===== src/rtl/sram_like_axi_pkg.sv =====
// sram_like_axi_pkg: shared state encoding, size codes and AXI constants for the sram-like to AXI bridge.
package sram_like_axi_pkg;

    typedef enum logic [2:0] {
        IDLE,
        RD_ADDR,
        RD_DATA,
        WR_REQ,
        WR_RESP
    } state_t;

    localparam logic [1:0] SZ_BYTE    = 2'd0;
    localparam logic [1:0] SZ_HALF    = 2'd1;
    localparam logic [1:0] SZ_WORD    = 2'd2;
    localparam logic [7:0] LEN_1      = 8'd0;
    localparam logic [1:0] BURST_INCR = 2'b01;

    // size code 3 is not legal on the sram-like side; it is folded onto word
    function automatic logic [1:0] norm_size(input logic [1:0] s);
        return (s == 2'd3) ? SZ_WORD : s;
    endfunction

endpackage


===== src/rtl/sram_like_strb_gen.sv =====
// sram_like_strb_gen: byte-lane write strobes from access size and low address bits.
module sram_like_strb_gen
    import sram_like_axi_pkg::*;
(
    input  logic [1:0] size,
    input  logic [1:0] addr_lo,
    output logic [3:0] strb
);

    always_comb begin
        strb = (size == SZ_BYTE) ? (4'b0001 << addr_lo) :
               (size == SZ_HALF) ? (4'b0011 << {addr_lo[1], 1'b0}) :
                                   4'b1111;
    end

endmodule


===== src/rtl/sram_like_axi_bridge.sv =====
// sram_like_axi_bridge: one sram-like master port to a single-beat, single-outstanding AXI master.
// Optional SRAM_LIKE_AXI_KSEG_MAP_EN folds kseg0/kseg1 addresses onto physical space at latch time.
module sram_like_axi_bridge
    import sram_like_axi_pkg::*;
#(
    parameter int ADDR_W = 32,
    parameter int DATA_W = 32
) (
    input  logic              clk,
    input  logic              reset,
    input  logic              req,
    input  logic              wr,
    input  logic [1:0]        size,
    input  logic [ADDR_W-1:0] addr,
    input  logic [DATA_W-1:0] wdata,
    output logic [DATA_W-1:0] rdata,
    output logic              addr_ok,
    output logic              data_ok,
    output logic [ADDR_W-1:0] araddr,
    output logic [2:0]        arsize,
    output logic              arvalid,
    input  logic              arready,
    input  logic [DATA_W-1:0] r_data,
    input  logic              rvalid,
    output logic              rready,
    output logic [ADDR_W-1:0] awaddr,
    output logic [2:0]        awsize,
    output logic              awvalid,
    input  logic              awready,
    output logic [DATA_W-1:0] w_data,
    output logic [3:0]        wstrb,
    output logic              wvalid,
    input  logic              wready,
    input  logic              bvalid,
    output logic              bready
);

    state_t            state, state_nx;
    logic [1:0]        size_q;
    logic [ADDR_W-1:0] addr_q, addr_map;
    logic [DATA_W-1:0] wdata_q;
    logic              aw_done, w_done, hs, aw_ok, w_ok;

`ifdef SRAM_LIKE_AXI_KSEG_MAP_EN
    assign addr_map = (addr[ADDR_W-1 -: 2] == 2'b10) ? {3'b000, addr[ADDR_W-4:0]} : addr;
`else
    assign addr_map = addr;
`endif

    assign addr_ok = (state == IDLE) && !data_ok;
    assign hs      = req && addr_ok;
    assign aw_ok   = aw_done || awready;
    assign w_ok    = w_done || wready;

    always_ff @(posedge clk) begin
        if (reset) state <= IDLE;
        else       state <= state_nx;
    end

    always_comb begin
        state_nx = state;
        unique case (state)
            IDLE:    state_nx = hs ? (wr ? WR_REQ : RD_ADDR) : IDLE;
            RD_ADDR: state_nx = arready ? RD_DATA : RD_ADDR;
            RD_DATA: state_nx = rvalid ? IDLE : RD_DATA;
            WR_REQ:  state_nx = (aw_ok && w_ok) ? WR_RESP : WR_REQ;
            WR_RESP: state_nx = bvalid ? IDLE : WR_RESP;
            default: state_nx = IDLE;
        endcase
    end

    // AW and W complete independently; each flag remembers its own handshake until WR_REQ is left
    always_ff @(posedge clk) begin
        if (reset) begin
            data_ok <= 1'b0;
            rdata   <= '0;
            aw_done <= 1'b0;
            w_done  <= 1'b0;
            size_q  <= '0;
            addr_q  <= '0;
            wdata_q <= '0;
        end else begin
            data_ok <= (state == RD_DATA && rvalid) || (state == WR_RESP && bvalid);
            aw_done <= (state == WR_REQ) && (state_nx == WR_REQ) && aw_ok;
            w_done  <= (state == WR_REQ) && (state_nx == WR_REQ) && w_ok;
            if (state == RD_DATA && rvalid) rdata <= r_data;
            if (hs) begin
                size_q  <= norm_size(size);
                addr_q  <= addr_map;
                wdata_q <= wdata;
            end
        end
    end

    assign arvalid = (state == RD_ADDR);
    assign rready  = (state == RD_DATA);
    assign awvalid = (state == WR_REQ) && !aw_done;
    assign wvalid  = (state == WR_REQ) && !w_done;
    assign bready  = (state == WR_RESP);
    assign araddr  = addr_q;
    assign awaddr  = addr_q;
    assign arsize  = {1'b0, size_q};
    assign awsize  = {1'b0, size_q};
    assign w_data  = wdata_q;

    sram_like_strb_gen u_strb (
        .size    (size_q),
        .addr_lo (addr_q[1:0]),
        .strb    (wstrb)
    );

endmodule


===== config.mk =====
export PLATFORM = sky130hd
export DESIGN_NAME = sram_like_axi_bridge
export DESIGN_NICKNAME = d
export VERILOG_FILES = /design/src/rtl/sram_like_axi_pkg.sv /design/src/rtl/sram_like_strb_gen.sv /design/src/rtl/sram_like_axi_bridge.sv
export SDC_FILE = /design/constraint.sdc
export NUM_CORES = 1
export LEC_CHECK = 0
export CORE_ASPECT_RATIO = 0.6
export CORE_MARGIN = 2
export CORE_UTILIZATION = 42
export CTS_BUF_LIST = sky130_fd_sc_hd__clkbuf_8
export DETAILED_ROUTE_END_ITERATION = 10
export GPL_TIMING_DRIVEN = 0
export HOLD_SLACK_MARGIN = 0.06
export PLACE_DENSITY = 0.88
export SETUP_SLACK_MARGIN = 0.15
export SYNTH_ARGS = -nofsm -noshare
export SYNTH_HDL_FRONTEND = slang
export SYNTH_SLANG_ARGS = --single-unit

===== constraint.sdc =====
create_clock -name clk -period 2.3 [get_ports clk]
set_input_delay 0.345 -clock clk [delete_from_list [all_inputs] [get_ports clk]]
set_output_delay 0.345 -clock clk [all_outputs]
set_load 0.005 [all_outputs]

# == After elaboration in Yosys (flattened, before gate mapping) ==
# Cells that the tools add are included.
# word_totals
word_cells,45
register_bits,104
# op_classes
n_mux,10
reduce_logical,18
n_eq_ne,7
n_shift,2
# op_table
operator,count
case mux 3 bit (5 select lines),1
logical AND 1 bit,10
two-way mux 2 bit,5
"equality test 3 x 2 -> 1 bit, second input constant",3
two-way mux 4 bit,2
two-way mux 3 bit,2
"<< shifter 1 x 2 -> 4 bit, first input constant",1
"<< shifter 2 x 2 -> 4 bit, first input constant",1
"equality test 3 x 1 -> 1 bit, second input constant",1
"equality test 3 bit, second input constant",1
zero test 1 bit,3
zero test 3 bit,1
logical OR 1 bit,3
"equality test 2 x 1 -> 1 bit, second input constant",1
"equality test 2 bit, second input constant",1
zero test 2 bit,1

# == Depth between registers and ports, before layout ==
# depth
depth_word,8
depth_mapped,6

# == Modules after synthesis ==
# From an unflattened synthesis, not the netlist that was laid out.
# hier_totals
hier_cells,526
area_unflattened_um2,4256.6
# modules_own_cells
module,seq_area_each_um2,instances,area_per_inst_um2,cells_per_inst
sram_like_axi_bridge,2082.0,1,4205.3,519
sram_like_strb_gen,0.0,1,51.3,7

# == Worst setup path before layout ==
# Ideal clock, no wire load.
# synth_path
path_kind,flip-flop to flip-flop
from,reg state[2]
to,reg addr_q[0] (netlist: araddr[0])
stages_incl_launch_ff,6
setup_ns,0.132
setup_slack_ns,0.747
t_arrival_ns,1.421
path_cell_list,dfxtp_1 > or4_4 > buf_2 > buf_6 > o21ai_0 > a21oi_1
# synth_via
elab_chain_len,3
# synth_rtl
item,line_no,text
"start, declared",sram_like_axi_bridge.sv:38,"state_t state, state_nx;"
"start signal, assigned",sram_like_axi_bridge.sv:57,else state <= state_nx;
zero test 3 bit,sram_like_axi_bridge.sv:50,assign addr_ok = (state == IDLE) && !data_ok;
logical AND 1 bit,sram_like_axi_bridge.sv:50,
logical AND 1 bit,sram_like_axi_bridge.sv:51,assign hs = req && addr_ok;
"end signal, assigned",sram_like_axi_bridge.sv:89,addr_q <= addr_map;
"end, declared",sram_like_axi_bridge.sv:40,"logic [ADDR_W-1:0] addr_q, addr_map;"
# No other way between the ends.
# A chain may end at the register's enable or synchronous reset.

# == Final worst setup path ==
# layout_path
from,reg state[0]
to,out addr_ok
# layout_via
elab_chain_len,2
# layout_rtl
item,line_no,text
zero test 3 bit,sram_like_axi_bridge.sv:50,
logical AND 1 bit,sram_like_axi_bridge.sv:50,
"end, declared",sram_like_axi_bridge.sv:17,"output logic addr_ok,"
# No other way between the ends.

==> run_results.csv <==
group,metric,value,unit
timing,fin_crit_sh,0.910,
final_layout,nets,897,
hold_path,min_to,"rdata[13]",
timing,fin_worst_skew,0.00874,ns
worst_setup_path,crit_arrival,1.75,ns
yosys,synthCells,526,
hold_path,worstHoldPathType,"reg -> reg",
worst_setup_path,crit_path_start_kind,"flip-flop",
power,p_sw_frac,0.266,
global_route,grt_usage,0.260,
final_layout,layout_commonest_cell,"clkdlybuf4s50_1",
power,pwr-share-seq,0.449,
clock_tree,root_buffer,"clkbuf_8",
clock_tree,cts_tree,"done",
power,peakVddDrop,417,µV
timing,hold_violations,0,
route,ant_nets,0,
power,switchingPower,1.19,mW
power,p_leak,2.63,nW
yosys,syn_area_per_cell,8.07,µm²
power,internal_power,3.27,mW
route,firstDrtPassIters,5,
route,vias,4780,
die,die_w,134,µm
placement,dp.final_hpwl,11500,µm
worst_setup_path,r2r_end,"araddr[16]",
placement,io_buffer_count,247,
worst_setup_path,r2r_slack,0.44,ns
yosys,syn_area,4240,µm²
clock_tree,htree_levels,3,
route,via_per_inst,5.15,
route,first_iter_violations,210,
final_layout,final_cell_mix,"246 x clkdlybuf4s50_1, 102 x dfxtp_1, 101 x a21oi_1, 68 x o21ai_0",
clock_tree,postCtsHoldBufs,0,
final_layout,layout-drive-gt1-share,0.101,
placement,routabilityCongestion,0.828,
power,pwr_density_cell,621,nW/µm²
global_route,antenna_found_initial,0,
worst_setup_path,required,1.96,ns
run_status,outcome,"complete, no violations",
hold_path,hold_depth,2,
global_route,grt_pass1_vias,4593,
yosys,ys_seq_area_frac,0.491,
run,max_cap_violations,0,
die,num_rows,28,
clock_tree,clock_sinks,104,
worst_setup_path,r2r_cells,6,
placement,post-place-ws,0.0810,ns
yosys,yosysWarnings,0,
die,die-area,10900,µm²
final_layout,final_cells,929,
worst_setup_path,crit_type,"reg -> out",
timing,rsz0062_at_grt,"no",
clock_tree,clock_latency,0.37,ns
global_route,grt_max_degree,16,
power,comb_power_share,0.265,
placement,place_inst,909,
global_route,overflow,0,
global_route,grt_pass1_wl,22500,µm
die,start_util,0.431,
die,chipHeight,81.9,µm
timing,tightest_slew,0.595,ns
die,core,9840,µm²
route,wire_per_inst,16.2,µm
timing,fmax,478,MHz
timing,slew_headroom,0.603,
clock_tree,cts_buffers,9,
timing,finalSetupTns,0,ns
power,p_clk_frac,0.287,
final_layout,area_growth,69.2,%
yosys,synth_seq_cells,104,
final_layout,antennaDiodeCount,0,
hold_path,hp-start,"rdata[13]",
worst_setup_path,r2r_start,"state[0]",
clock_tree,clockBufferDepth,2,
worst_setup_path,path_max_fanout,10,
worst_setup_path,crit_path_end_kind,"output pin",
yosys,yosysUniqueCellTypes,30,
power,p_total,4.46,mW
clock_tree,cts.clk_slew.worst_paths,0.09,ns
timing,setup_slack,0.207,ns
final_layout,fin_util,0.729,
route,drc,0,
timing,final_max_slew_viol_count,0,
route,drt-total-wl,15000,µm
die,io_pins,252,
timing,period_minus_slack,2.09,ns
timing,setup_viol,0,
## metrics by stage
step	area (µm²)	hold slack [ns]
floorplan	4250	0.453
global placement	6890	0.441
detailed placement	6890	0.447
CTS	7140	0.460
global route	7180	0.474
finish	7180	0.460
## routing by layer
layer / vias up / GRT usage / wire length, µm
met5: - / 0 / 0
li1: 2288 / - / -
met1: 2242 / 0.273 / 5840
met4: 0 / 0.0766 / 293
met2: 216 / 0.491 / 7550
met3: 34 / 0.102 / 1340
## power by group through the flow
stage               logic (mW)  registers, mW  clock network [mW]
global route              1.27           2.01                1.36
finish                    1.18           2.00                1.28
CTS                       1.16           2.00                1.30
detailed placement        1.15           2.04                   0
floorplan                0.475           2.03                   0
global placement          1.11           2.03                   0
## cell usage after synthesis, drive strengths merged
master   number  share of area
inv           3         0.0027
nand2b        3         0.0044
a21oi       101           0.12
and3b         1         0.0021
a31oi         1         0.0015
buf          54          0.093
nand4bb       1         0.0027
clkinv        1         0.0012
nand4b        1         0.0021
o22a          1         0.0021
dfxtp       104           0.49
a211o         1         0.0021
conb          1        0.00088
nand2        66          0.058
nor2          8         0.0071
nor2b         3         0.0044
nor3b         2         0.0035
o21bai        2         0.0035
nor4bb        1         0.0024
a21o          2         0.0035
nor3          2         0.0024
or4           1         0.0027
a22oi         1         0.0018
nand3        66          0.078
clkbuf       31          0.027
o21ai        68          0.080
## kinds of logic (layout without fill, tap and decap cells)
| group | Yosys count | after routing | synth area share |
|---|---|---|---|
| compound gates | 177 | 177 | 0.214 |
| buf+inv | 89 | 356 | 0.125 |
| other cells | 1 | 2 | 0.000884 |
| flops | 104 | 104 | 0.491 |
| simple gates | 155 | 155 | 0.170 |
## worst max path at each step
stage                     cells past startpoint  startpoint  slack [ns]        end
after floorplan                               5    state[2]        0.75  araddr[0]
after global placement                        4    state[2]        0.14    addr_ok
after detailed placement                      4    state[2]        0.08    addr_ok
after CTS                                     4    state[2]        0.14    addr_ok
after global routing                          4    state[0]        0.15    addr_ok
final                                         4    state[0]        0.21    addr_ok
## critical path, stage by stage, from the launching register on
cell	delay, ns
dfxtp_4	0.37
or4_4	0.55
clkinv_4	0.07
buf_6	0.12
dlygate4sd2_1	0.26
## state kept, by name, summed over array words and instances, names as in the netlist
register  count
aw_done       1
state         3
w_done        1
araddr       32
data_ok       1
size_q        2
rdata        32
w_data       32
## what timing repair did
item | 4_1_cts | 5_1_grt
pin swaps | 0 | 1
gates resized for setup | 9 | 3
setup endpoints to repair | 5 | 4
cloned | 0 | 0
setup buffers | 1 | 4
## area by class of cell
cell class	instances	area (µm²)
clock inverter	4	68.8
clock buffer	11	151
inverter	4	20.0
sequential	104	2090
timing repair buffer	252	2510
multi-input combinational	334	1650
tap	135	169
buffer	85	519
fill	750	2660
Power figures use the tool's default switching activity.
